$ cat src/rtl/cdb_arbiter_pkg.sv
// Shared definitions for the CDB arbiter slice: default widths, the source
// identifiers and the tie-break helper used by the grant logic.
package cdb_arbiter_pkg;

  localparam int unsigned ID_WIDTH  = 4;
  localparam int unsigned VAL_WIDTH = 32;

  typedef enum logic {
    SRC_ALU = 1'b0,
    SRC_LSB = 1'b1
  } src_e;

  // Chooses the source to pop. With round-robin enabled, a tie goes to the
  // source that was not granted last; otherwise ALU always wins a tie.
  function automatic src_e arb_pick(input logic alu_elig,
                                    input logic lsb_elig,
                                    input logic rr_en,
                                    input src_e last);
    if (alu_elig && lsb_elig)
      return (rr_en && (last == SRC_ALU)) ? SRC_LSB : SRC_ALU;
    else if (lsb_elig)
      return SRC_LSB;
    else
      return SRC_ALU;
  endfunction

endpackage

$ cat src/rtl/cdb_arbiter_fifo.sv
// Small per-source result FIFO {tag, value}. Head is read combinationally
// from the registered read pointer; clear empties it synchronously.
module cdb_fifo #(
  parameter int unsigned TAG_W = 4,
  parameter int unsigned VAL_W = 32,
  parameter int unsigned DEPTH = 4
) (
  input  logic                     clk,
  input  logic                     rst_in,
  input  logic                     rdy_in,
  input  logic                     clear,
  input  logic                     push,
  input  logic                     pop,
  input  logic [TAG_W+VAL_W-1:0]   din,
  output logic [TAG_W+VAL_W-1:0]   dout,
  output logic [$clog2(DEPTH):0]   count,
  output logic                     full,
  output logic                     empty
);

  localparam int unsigned PW = $clog2(DEPTH);
  localparam logic [PW:0]   CNT_ONE  = (PW+1)'(1);
  localparam logic [PW:0]   CNT_FULL = (PW+1)'(DEPTH);
  localparam logic [PW-1:0] PTR_ONE  = PW'(1);

  logic [TAG_W+VAL_W-1:0] r_mem [DEPTH];
  logic [PW-1:0]          r_wptr;
  logic [PW-1:0]          r_rptr;
  logic [PW:0]            r_count;
  logic                   w_do_push;
  logic                   w_do_pop;

  assign full      = (r_count == CNT_FULL);
  assign empty     = (r_count == '0);
  assign count     = r_count;
  assign dout      = r_mem[r_rptr];
  assign w_do_push = rdy_in && !clear && push && !full;
  assign w_do_pop  = rdy_in && !clear && pop && !empty;

  // Storage write at the tail; no reset needed since count guards reads.
  always_ff @(posedge clk) begin
    if (!rst_in && w_do_push)
      r_mem[r_wptr] <= din;
  end

  // Pointer and occupancy bookkeeping; pointers wrap modulo DEPTH.
  always_ff @(posedge clk) begin
    if (rst_in) begin
      r_wptr  <= '0;
      r_rptr  <= '0;
      r_count <= '0;
    end else if (rdy_in) begin
      if (clear) begin
        r_wptr  <= '0;
        r_rptr  <= '0;
        r_count <= '0;
      end else begin
        if (w_do_push) r_wptr <= r_wptr + PTR_ONE;
        if (w_do_pop)  r_rptr <= r_rptr + PTR_ONE;
        case ({w_do_push, w_do_pop})
          2'b10:   r_count <= r_count + CNT_ONE;
          2'b01:   r_count <= r_count - CNT_ONE;
          default: r_count <= r_count;
        endcase
      end
    end
  end

endmodule

$ cat src/rtl/cdb_arbiter.sv
// Common data bus arbiter: one FIFO per result source (ALU, LSB), one grant
// per cycle onto a registered CDB. Define CDB_ARB_RR_EN for round-robin
// tie-breaking; default build uses fixed ALU-over-LSB priority.
module cdb_arbiter
  import cdb_arbiter_pkg::*;
#(
  parameter int unsigned TAG_W      = ID_WIDTH,
  parameter int unsigned VAL_W      = VAL_WIDTH,
  parameter int unsigned FIFO_DEPTH = 4
) (
  input  logic             clk,
  input  logic             rst_in,
  input  logic             rdy_in,
  input  logic             flush,
  input  logic             alu_valid,
  input  logic [TAG_W-1:0] alu_tag,
  input  logic [VAL_W-1:0] alu_val,
  output logic             alu_ready,
  input  logic             lsb_valid,
  input  logic [TAG_W-1:0] lsb_tag,
  input  logic [VAL_W-1:0] lsb_val,
  output logic             lsb_ready,
  output logic             cdb_valid,
  output logic [TAG_W-1:0] cdb_tag,
  output logic [VAL_W-1:0] cdb_val
);

  localparam int unsigned CW = $clog2(FIFO_DEPTH) + 1;
  localparam logic [CW-1:0] CNT_FULL = CW'(FIFO_DEPTH);

  logic [TAG_W+VAL_W-1:0] w_alu_dout, w_lsb_dout;
  logic [CW-1:0]          w_alu_count, w_lsb_count;
  logic                   w_alu_full, w_lsb_full;
  logic                   w_alu_empty, w_lsb_empty;
  logic                   w_alu_push, w_lsb_push;
  logic                   w_alu_pop, w_lsb_pop;
  logic                   w_grant_any;
  src_e                   w_grant_src;
  src_e                   w_last;
  logic [TAG_W-1:0]       w_head_tag;
  logic [VAL_W-1:0]       w_head_val;

  assign alu_ready  = (w_alu_count != CNT_FULL);
  assign lsb_ready  = (w_lsb_count != CNT_FULL);
  assign w_alu_push = alu_valid && !w_alu_full && !flush;
  assign w_lsb_push = lsb_valid && !w_lsb_full && !flush;

  cdb_fifo #(.TAG_W(TAG_W), .VAL_W(VAL_W), .DEPTH(FIFO_DEPTH)) u_alu_fifo (
    .clk(clk), .rst_in(rst_in), .rdy_in(rdy_in), .clear(flush),
    .push(w_alu_push), .pop(w_alu_pop), .din({alu_tag, alu_val}),
    .dout(w_alu_dout), .count(w_alu_count), .full(w_alu_full), .empty(w_alu_empty)
  );

  cdb_fifo #(.TAG_W(TAG_W), .VAL_W(VAL_W), .DEPTH(FIFO_DEPTH)) u_lsb_fifo (
    .clk(clk), .rst_in(rst_in), .rdy_in(rdy_in), .clear(flush),
    .push(w_lsb_push), .pop(w_lsb_pop), .din({lsb_tag, lsb_val}),
    .dout(w_lsb_dout), .count(w_lsb_count), .full(w_lsb_full), .empty(w_lsb_empty)
  );

`ifdef CDB_ARB_RR_EN
  localparam logic RR_EN = 1'b1;
  src_e r_last_grant;

  // Remember the last granted source; reset favours ALU on the first tie.
  always_ff @(posedge clk) begin
    if (rst_in)
      r_last_grant <= SRC_LSB;
    else if (rdy_in && !flush && w_grant_any)
      r_last_grant <= w_grant_src;
  end

  assign w_last = r_last_grant;
`else
  localparam logic RR_EN = 1'b0;
  assign w_last = SRC_LSB;
`endif

  // Pick one non-empty head and mux its contents toward the CDB register.
  always_comb begin
    w_grant_any = !w_alu_empty || !w_lsb_empty;
    w_grant_src = arb_pick(!w_alu_empty, !w_lsb_empty, RR_EN, w_last);
    w_alu_pop   = w_grant_any && (w_grant_src == SRC_ALU);
    w_lsb_pop   = w_grant_any && (w_grant_src == SRC_LSB);
    if (w_grant_src == SRC_ALU) begin
      w_head_tag = w_alu_dout[TAG_W+VAL_W-1 -: TAG_W];
      w_head_val = w_alu_dout[VAL_W-1:0];
    end else begin
      w_head_tag = w_lsb_dout[TAG_W+VAL_W-1 -: TAG_W];
      w_head_val = w_lsb_dout[VAL_W-1:0];
    end
  end

  // Registered broadcast; tag/value hold when nothing is granted.
  always_ff @(posedge clk) begin
    if (rst_in) begin
      cdb_valid <= 1'b0;
      cdb_tag   <= '0;
      cdb_val   <= '0;
    end else if (rdy_in) begin
      if (flush) begin
        cdb_valid <= 1'b0;
      end else if (w_grant_any) begin
        cdb_valid <= 1'b1;
        cdb_tag   <= w_head_tag;
        cdb_val   <= w_head_val;
      end else begin
        cdb_valid <= 1'b0;
      end
    end
  end

  a_alu_no_overflow: assert property (@(posedge clk) disable iff (rst_in)
    (rdy_in && !flush && alu_valid) |-> alu_ready);
  a_lsb_no_overflow: assert property (@(posedge clk) disable iff (rst_in)
    (rdy_in && !flush && lsb_valid) |-> lsb_ready);
  a_alu_tag_nonzero: assert property (@(posedge clk) disable iff (rst_in)
    (rdy_in && !flush && alu_valid) |-> (alu_tag != '0));
  a_lsb_tag_nonzero: assert property (@(posedge clk) disable iff (rst_in)
    (rdy_in && !flush && lsb_valid) |-> (lsb_tag != '0));

endmodule

$ cat config.mk
export PLATFORM = sky130hd
export DESIGN_NAME = cdb_arbiter
export DESIGN_NICKNAME = d
export VERILOG_FILES = /design/src/rtl/cdb_arbiter_pkg.sv /design/src/rtl/cdb_arbiter_fifo.sv /design/src/rtl/cdb_arbiter.sv
export SDC_FILE = /design/constraint.sdc
export NUM_CORES = 1
export LEC_CHECK = 0
export BUFFER_PORTS_ARGS = -buffer_cell sky130_fd_sc_hd__buf_2
export CAP_MARGIN = 25
export CORE_AREA = 10 10 166 168
export DETAILED_ROUTE_END_ITERATION = 8
export DIE_AREA = 0 0 176 178
export PLACE_DENSITY = 0.74
export SYNTH_ARGS = -nofsm -noshare
export SYNTH_HDL_FRONTEND = slang
export SYNTH_SLANG_ARGS = --single-unit
$ cat constraint.sdc
create_clock -name clk -period 3.18 [get_ports clk]
set_clock_uncertainty 0.2 [all_clocks]
set_input_delay 0.636 -clock clk [delete_from_list [all_inputs] [get_ports clk]]
set_output_delay 0.636 -clock clk [all_outputs]
set_load 0.01 [all_outputs]
---- Word-level counts from Yosys, hierarchy flattened ----
Memories as Yosys holds them, arrays and structs flattened. A register that Yosys moved wholly into a read port is not among the register bits.
Cells that the tools add are included.
Widths: inputs -> output; s select.
storage, ports and cells
  register bits ........................... 51
  memory bits (writable) .................. 288
  bits of input ports ..................... 78
  output and inout port bits .............. 39
  word-level logic and storage cells ...... 95
  memories kept ........................... 2
operators by class
  add/subtract/negate cells ............... 8
  equality and inequality tests ........... 8
  muxes and demuxes ....................... 26
  bitwise operators ....................... 2
  reductions and logical operators ........ 40
memory list
  name              words  bits a word  read ports  clocked after memory_dff  wr ports  RTL line                text
  u_alu_fifo.r_mem  4      36           1           1                         1         cdb_arbiter_fifo.sv:26  logic [TAG_W+VAL_W-1:0] r_mem [DEPTH];
  u_lsb_fifo.r_mem  4      36           1           1                         1         cdb_arbiter_fifo.sv:26
operators by type and width
  operator             number
  $mux 32              1
  $mux 2               12
  $logic_and 1x1->1    18
  $pmux 3 s2           2
  $reduce_and 2->1     6
  $add 2x1->2 const B  4
  $mux 1               8
  $reduce_bool 2->1    4
  $add 3x1->3 const B  2
  $eq 3x3->1 const B   2
  $logic_not 1->1      6
  $logic_not 3->1      2
  $mux 3               2
  $ne 3x3->1 const B   2
  $reduce_bool 3->1    2
  $sub 3x1->3 const B  2
  $eq 2x1->1 const B   2
  $eq 2x2->1 const B   2
  $mux 4               1
  $reduce_and 3->1     1
  $not 1->1            2
  $logic_or 1x1->1     1

---- Longest topological paths before layout ----
Gate-level depths: netlist of the first run.
  depth in word-level cells ............... 12
  gate-level depth with buffers ........... 11
  gate-level depth less buffers ........... 10

---- By module ----
Synthesis of the first run repeated with hierarchy kept, for this count alone.
unflattened totals
  cell total of the unflattened synthesis .. 684
  area total of the unflattened synthesis .. 13,531.7 µm²
modules (own cells, without submodules)
  module                  times used  cells an instance  area each (µm²)  sequential area each (µm²)
  cdb_fifo at u_alu_fifo  1           252                5,770.5          4,504.3
  cdb_fifo at u_lsb_fifo  1           250                5,744.3          4,504.3
  cdb_arbiter             1           182                2,016.9          740.7

---- Worst setup path after synthesis of the first run ----
OpenSTA, ideal clock, no wires.
  kind .................................... input to register
  start point ............................. input port flush
  end point ............................... register u_alu_fifo.r_count[2] (netlist: u_alu_fifo.count[2])
  setup time .............................. 0.074 ns
  arrival ................................. 2.555 ns
  data required time ...................... 2.906 ns
  setup slack ............................. 0.351 ns
  stages on the path ...................... 11
  path buffers ............................ 1
  cell sequence ........................... nand2b_1 -> clkbuf_1 -> a21oi_1 -> o21ai_0 -> o21ai_0 -> ha_1 -> or2_2 -> o31ai_1 -> a222oi_1 -> or4_1 -> a31oi_1
on the way
  cells in the longest elaborated chain, start to end .. 7
  elaborated cells between the ends (all ways) .. 13
  classes of those cells .................. 2 x eq/ne; 2 x mux; 9 x reduce/logical
ends and longest elaborated chain
  what                                                       RTL line                                                           text
  from (decl)                                                cdb_arbiter.sv:14                                                  input logic flush,
  $logic_not 1->1                                            cdb_arbiter_fifo.sv:37, cdb_arbiter_fifo.sv:38, cdb_arbiter.sv:45
  $logic_and 1x1->1, on equally long branches                cdb_arbiter_fifo.sv:37, cdb_arbiter_fifo.sv:38, cdb_arbiter.sv:45
  $logic_and 1x1->1, on equally long branches (2 in series)  cdb_arbiter_fifo.sv:38, cdb_arbiter_fifo.sv:37
  $eq 2x1->1 / $eq 2x2->1 (equally long branches)            cdb_arbiter_fifo.sv:60                                             case ({w_do_push, w_do_pop})
  $pmux 3 s2 / $reduce_bool 3->1 (equally long branches)     --
  $mux 3 / $reduce_and 2->1 (equally long branches)          --
  to (signal assigned)                                       cdb_arbiter_fifo.sv:61                                             2'b10: r_count <= r_count + CNT_ONE;
  to (signal assigned)                                       cdb_arbiter_fifo.sv:62                                             2'b01: r_count <= r_count - CNT_ONE;
  to (signal assigned)                                       cdb_arbiter_fifo.sv:63                                             default: r_count <= r_count;
  to (decl)                                                  cdb_arbiter_fifo.sv:29                                             logic [PW:0] r_count;
Several ways; a longest one is shown, not always the timed one.
A chain may end at the register's enable or synchronous reset.

---- Final worst setup path of the first run ----
  start point ............................. register u_alu_fifo.r_count[2] (netlist: u_alu_fifo.count[2])
  end point ............................... register u_lsb_fifo.r_count[2] (netlist: u_lsb_fifo.count[2])
on the way
  cells in the longest elaborated chain, start to end .. 10
  elaborated cells between the ends (all ways) .. 14
  classes of those cells .................. 2 x eq/ne; 3 x mux; 9 x reduce/logical
ends and longest elaborated chain
  what                                                    RTL line                              text
  $logic_not 3->1 (*)                                     cdb_arbiter_fifo.sv:34                assign empty = (r_count == '0);
  $logic_not 1->1 (*)                                     cdb_arbiter.sv:80, cdb_arbiter.sv:81
  $logic_and 1x1->1                                       cdb_arbiter_pkg.sv:19                 if (alu_elig && lsb_elig)
  $mux 1                                                  cdb_arbiter_pkg.sv:19
  $logic_and 1x1->1 (*)                                   cdb_arbiter.sv:83                     w_lsb_pop = w_grant_any && (w_grant_src == SRC_LSB);
  $logic_and 1x1->1 (*) (2 in series)                     cdb_arbiter_fifo.sv:38                assign w_do_pop = rdy_in && !clear && pop && !empty;
  $eq 2x1->1 / $eq 2x2->1 (equally long branches)         cdb_arbiter_fifo.sv:60
  $pmux 3 s2 / $reduce_bool 3->1 (equally long branches)  --
  $mux 3 / $reduce_and 2->1 (equally long branches)       --
  to (signal assigned)                                    cdb_arbiter_fifo.sv:61
  to (signal assigned)                                    cdb_arbiter_fifo.sv:62
  to (signal assigned)                                    cdb_arbiter_fifo.sv:63
  to (decl)                                               cdb_arbiter_fifo.sv:29
Every way passes the cells marked *; elsewhere a longest branch is shown, timed or not.

==> results of run 1 <==
==> power by group <==
group / internal (mW) / switching, mW / total, mW
combinational: 0.154 / 0.215 / 0.369
sequential: 4.92 / 0.0376 / 4.95
clock: 2.40 / 1.65 / 4.05
==> cell usage after synthesis (all sizes together) <==
master / instances
and2: 9
ha: 10
buf: 20
mux4: 72
or2: 1
nor4b: 2
or4: 1
a21oi: 16
o2bb2ai: 1
and3: 1
nor2b: 3
or3: 3
nand2: 11
nor3b: 3
a32oi: 3
mux2: 1
mux2i: 38
nand3: 3
nand4b: 1
nand2b: 3
nor2: 50
edfxtp: 288
inv: 7
o211ai: 3
o31ai: 3
clkbuf: 23
nor3: 4
o21ai: 10
nor4: 1
a31oi: 3
a41oi: 2
nand3b: 1
a222oi: 1
a21boi: 1
dfxtp: 55
a211oi: 39
a2bb2oi: 1
==> critical path: cells and delay by family (launching register included) <==
| kind | cells | cell delay, ns |
|---|---|---|
| AND/OR/NAND/NOR | 2 | 0.75 |
| flip-flops | 1 | 0.40 |
| AO/OA/AOI/OAI | 5 | 0.81 |
| adder cells (fa/ha/maj) | 1 | 0.27 |
| multiplexers | 1 | 0.20 |
==> final timing paths <==
path,startpoint,to,depth (start not counted)
setup / recovery,u_alu_fifo.count[2]$_SDFFE_PP0P_,u_lsb_fifo.count[2]$_SDFFE_PP0P_,9
hold / removal,alu_val[28],u_alu_fifo.r_mem[0][28]$_DFFE_PP_,1
setup reg to reg,u_alu_fifo.count[2]$_SDFFE_PP0P_,u_lsb_fifo.count[2]$_SDFFE_PP0P_,9
hold reg to reg,cdb_valid$_SDFFE_PP0P_,cdb_valid$_SDFFE_PP0P_,2
==> cells in the final DEF (no fill, tap or decap), types with 5 or more instances in the layout <==
master     netlist  final
clkbuf_1        23      9
ha_1            10     10
mux2i_1         38     38
a211oi_1        39     39
buf_12           1      8
nor2_1          49     49
edfxtp_1       288    288
dfxtp_1         55     51
and2_2           0      8
buf_2           13    116
nand2_1         11     11
inv_1            7      7
clkinv_1         0      6
clkbuf_8         0      7
clkbuf_16        0     37
diode_2          0      5
a21oi_1         16     15
mux4_2          72     72
o21ai_0          8      8
buf_4            2     13
==> sequential cells by signal, indices dropped and copies added (netlist names), named ones only <==
signal	flops
u_lsb_fifo.r_wptr	2
u_alu_fifo.r_wptr	2
u_alu_fifo.r_mem	144
cdb_valid	1
u_lsb_fifo.r_rptr	2
cdb_tag	4
u_alu_fifo.count	3
cdb_val	32
u_alu_fifo.r_rptr	2
u_lsb_fifo.count	3
u_lsb_fifo.r_mem	144
==> layout make-up <==
| type | count | area (um^2) |
|---|---|---|
| Sequential cell | 343 | 9759 |
| Multi-Input combinational cell | 301 | 3211 |
| Clock buffer | 53 | 1056 |
| Clock inverter | 13 | 125.1 |
| Tap cell | 324 | 405.4 |
| Antenna cell | 5 | 12.51 |
| Fill cell | 1664 | 8672 |
| Inverter | 7 | 26.28 |
| Timing Repair Buffer | 137 | 838.3 |
==> layer usage <==
layer / GRT usage / vias to the layer above / share of wire
li1: - / 3080 / -
met3: 0.05264 / 40 / 0.086
met4: 0.05228 / 4 / 0.017
met2: 0.2920 / 285 / 0.49
met1: 0.2343 / 3500 / 0.41
met5: 0 / - / 0.00074
==> logic make-up after synthesis <==
kind of cell	count (synthesis)	share of synthesized area
AOI/OAI and AO/OA	83	0.04318
adders and majority gates	10	0.009489
buffers and inverters	50	0.01869
DFF	343	0.7394
muxes	111	0.1527
and+or+nand+nor	97	0.03654
==> metrics, run 1 <==
status=completed; Cells after DPL=between 1000 and 1500; crit share post-route=0.8650; first-pass GRT wire length=43190 um; post-CTS resize count=0; worst path cell trace=nor3_2 -> a31oi_1 -> a41oi_1 -> ha_1 -> nor4b_1 -> a31oi_1 -> a32oi_1 -> mux2i_1 -> a21oi_1; nets@finish=914; Post-CTS Hold Buffers=0; Pre-Repair DR Iteration Count=5; # IOs=117; Power Dens Cells=607.3 nW/um^2; Synth cell types=47; Max Cap Viol=0; Via Count=6909; P_leak=about 5.0 nW; Pins Over Slew Limit=0; Arrival @ worst endpoint=a little under 3 ns; Starting DRT DRC Count=594; Finished Cell Area=15430 um^2; GR Overflow Total=0; RSZ-0062 raised after global routing=false; Detail Route Antenna Nets=0; crit-path max cell delay=0.40 ns; Tightest Pin Transition=between 0.8 and 0.9 ns; final hold slack=around 0.13 ns; TritonCTS clock tree=built; Worst slew margin=0.4510; Post-CTS Setup Inserts=0; worst vdd rail ir drop=~0.42 mV; die area=roughly 31000 um^2; Die Width=between 150 and 200 um; Post-DP HPWL=18120 um; Yosys Warn Count=0; FP Rows=between 50 and 60; crit path max fanout=10; final wirelength=28260 um; Netlist Area Pre-Place=13190 um^2; Synth area leader=edfxtp_1; worst-skew pair later-pin latency=0.52 ns; Setup CP Type=reg -> reg; mean number of vias per cell=a little under 6; Critical Path Source Type=flip-flop; final hold violation count=0; crit end category=flip-flop; Mapped Cells=~690; Setup Slack @ Placement=between 0.07 and 0.08 ns; non-filler instance count after layout=around 1200; setup TNS=0 ns; Hold Crit Class=in -> reg; placed cell areas=roughly 14000 um^2; deepest clock path buffer count=3; share of post-route cells with drive strength above 1=0.3279; Synth top area share=0.6559; GRT Total Usage=0.1805; post-layout util=0.6402; Core Area=between 20000 and 25000 um^2; syn_nets=between 700 and 800; Starting Density=0.5470; IO buf count=116; Final Setup Violations=0; sequential fraction of the synthesis area=0.7394; drt drc=0; routed wire length per instance=about 24 um; Final WS setup=roughly 0.43 ns; Worst R2R Setup Slack=0.43 ns; Root Driver=clkbuf_16; Worst Path Required=between 3 and 4 ns; RePlAce Congestion=~0.85; Final Total Pwr=approximately 9.4 mW; Synth area leaders=edfxtp_1, mux4_2, dfxtp_1; slowest CP cell=dfxtp_1; minimum clock period=between 2 and 3 ns; Most Frequent Cell on Critical Path=a31oi_1; Clock transition at path regs=~0.06 ns; pin count of the biggest net entering global routing=~50; Die Y=178 um; initial antenna violation count=7; TritonCTS Buffers=36; fmax=around 360 MHz; clock tree sinks=343; H-tree Lvls=2; number of synthesized register bits=between 300 and 400; vias in the first global route=roughly 7300; syn avg cell area=~19 um^2; Area Growth Syn to Fin=17.05%
Note: power is estimated with default switching activity, not from simulation.
==> run 2: changes to the inputs <==
Settings changed: CELL_PAD_IN_SITES_DETAIL_PLACEMENT from default to 1, CELL_PAD_IN_SITES_GLOBAL_PLACEMENT from default to 1, CORE_AREA 10 10 166 168 to 10 10 169 171, CTS_BUF_LIST from default to sky130_fd_sc_hd__clkbuf_4, DIE_AREA 0 0 176 178 to 0 0 179 181, PLACE_DENSITY 0.74 to 0.81, TNS_END_PERCENT from default to 5.
==> run 2 against run 1 <==
  * Critical path type is now reg -> out
  * Worst hold slack worse by 0.0027 ns
  * Non-clock buffer count up 78
  * Wire length up 37%
  * Final cell count up 15%
  * Combinational power up 29%
  * Global-route usage up 6.2 points
  * First-iteration DRC count up 34%
  * Critical endpoint is now lsb_ready
  * Critical path depth down 6
  * Via count up 17%
  * Clock-buffer cell count up 90
==> metrics, run 2 (synthesized netlist as in run 1, its figures left out) <==
status=completed; RR Endpoint=u_lsb_fifo.count[2]$_SDFFE_PP0P_; die area=32400 um^2 (+3.4%); TritonCTS Buffers=86 (+140%); Root Driver=clkbuf_4; Tightest Pin Transition=0.7791 ns (-0.04434 ns); Post-DP HPWL=20210 um (+12%); worst-skew pair later-pin latency=0.74 ns (+0.22 ns); first-pass GRT wire length=58380 um (+35%); most frequent cells in the layout=edfxtp_1, clkbuf_4, buf_2; Area Growth Syn to Fin=22.61%; crit share post-route=0.8848 (+0.01981); Starting DRT DRC Count=793 (+34%); Critical Path Source Type=flip-flop; nets@finish=1042 (+14%); Setup CP Type=reg -> out; worst vdd rail ir drop=0.3820 mV (-9.1%); Arrival @ worst endpoint=1.98 ns (-0.96 ns); Clock transition at path regs=0.07 ns (about the same); deepest clock path buffer count=3 (unchanged); GRT Total Usage=0.2425 (+0.06204); M2 GR Usage=0.4075 (+0.1155); GR Util met1=0.2885 (+0.05418); register area=9759 um^2 (unchanged); Max Cap Viol=0 (unchanged); worst r2r path cells=10 (+1); fmax=355.4 MHz (-2.2%); H-tree Lvls=3 (+1); Worst slew margin=0.4806 (+0.02956); routed wire length per instance=28.50 um (+19%); Post-CTS Setup Inserts=0 (unchanged); Pre-Repair DR Iteration Count=5 (unchanged); # IOs=117 (unchanged); Pins Over Slew Limit=0 (unchanged); Worst Path Required=2.34 ns (-1.03 ns); Detail Route Antenna Nets=0 (unchanged); setup TNS=0 ns (unchanged); clock tree sinks=343 (unchanged); hold path start=rdy_in; leading cell type in the layout, fill and taps excluded=edfxtp_1; IO buf count=116 (unchanged); Die Width=179 um (+1.7%); busiest grt layer=met2; Power Dens Cells=589.2 nW/um^2 (-3.0%); Filler cells=2219 (+33%); Hold EP=u_alu_fifo.count[1]$_SDFFE_PP0P_; Via Count=8106 (+17%); biggest regs=u_alu_fifo.r_mem: 144 flops, u_lsb_fifo.r_mem: 144 flops, cdb_val: 32 flops; Hold Crit Class=in -> reg; vias in the first global route=9024 (+24%); TritonCTS clock tree=built; P_leak=5.500 nW (+9.1%); Core Area=25040 um^2 (+3.9%); mean number of vias per cell=5.952 (+1.9%); area of the multi-input gates=3211 um^2 (unchanged); GR Overflow Total=0 (unchanged); crit end category=output port; initial antenna violation count=5 (-2); pin count of the biggest net entering global routing=49 (unchanged); final hold violation count=0 (unchanged); Worst R2R Setup Slack=0.54 ns (+0.11 ns); RSZ-0062 raised after global routing=false; FP Rows=58 (+1.8%); Starting Density=0.5266 (-0.02034); RePlAce Congestion=0.7154 (-16%); share of post-route cells with drive strength above 1=0.3720 (+0.04409); hold path cells=3 (+2); Final Setup Violations=0 (unchanged); drt drc=0 (unchanged); M3 GR Usage=0.04858 (-0.004061); minimum clock period=2.814 ns (+0.06300 ns); final wirelength=38810 um (+37%); post-layout util=0.6457 (+0.005480); reg-to-reg startpoint=u_lsb_fifo.count[0]$_SDFFE_PP0P_; Die Y=181 um (+1.7%); crit path max fanout=9 (-1)
-- run 2: what timing repair did --
action	CTS	global route
resized for setup	0	0
hold buffers	73	0
hold endpoints to repair	291	0
-- run 2: area by class of cell --
type	count	share of cell area
clock buffers	143	0.06640
inverters	7	0.001625
multi-input cells	301	0.1986
diodes	5	0.0007739
flip-flops and latches	343	0.6037
well taps	330	0.02554
clock inverters	18	0.006346
repair buffers	215	0.09705
-- run 2: worst max path at each step --
| stage | start | to | slack, ns | depth (start not counted) |
|---|---|---|---|---|
| floorplan | flush | u_alu_fifo.count[2]$_SDFFE_PP0P_ | 0.35 | 11 |
| global placement | flush | u_alu_fifo.count[2]$_SDFFE_PP0P_ | 0.24 | 11 |
| detailed placement | flush | u_alu_fifo.count[2]$_SDFFE_PP0P_ | -0.03 | 11 |
| CTS | u_lsb_fifo.count[2]$_SDFFE_PP0P_ | lsb_ready | 0.39 | 3 |
| global route | u_lsb_fifo.count[2]$_SDFFE_PP0P_ | lsb_ready | 0.27 | 3 |
| finish | u_lsb_fifo.count[2]$_SDFFE_PP0P_ | lsb_ready | 0.37 | 3 |
-- run 2: through the flow --
stage | instances | setup slack [ns] | hold WS (ns) | cell area (um^2) | power, mW
after floorplan | 694 | 0.3511 | 0.2643 | 13190 | 5.238
after global placement | 1123 | 0.2360 | 0.2792 | 14250 | 5.393
after detailed placement | 1123 | -0.02584 | 0.2911 | 14250 | 5.429
after CTS | 1357 | 0.3865 | 0.08171 | 16150 | 9.443
after global routing | 1362 | 0.2654 | 0.1133 | 16170 | 9.877
final | 1362 | 0.3662 | 0.1269 | 16170 | 9.526
-- run 2: critical path, cell delays in order (launching register included) --
cell and delay [ns]:
dfxtp_1 0.51, nor3b_2 0.44, inv_1 0.18, buf_2 0.18
-- run 2: power by group --
part	switching, mW	total, mW	internal (mW)
Clock	1.98	4.10	2.11
Combinational	0.261	0.476	0.215
Sequential	0.0448	4.95	4.91
-- run 2: per-layer routing --
layer | up-vias | wire length [um]
met4 | 0 | 1626
li1 | 3388 | -
met5 | - | 0
met3 | 108 | 2390
met1 | 4203 | 14720
met2 | 407 | 20070
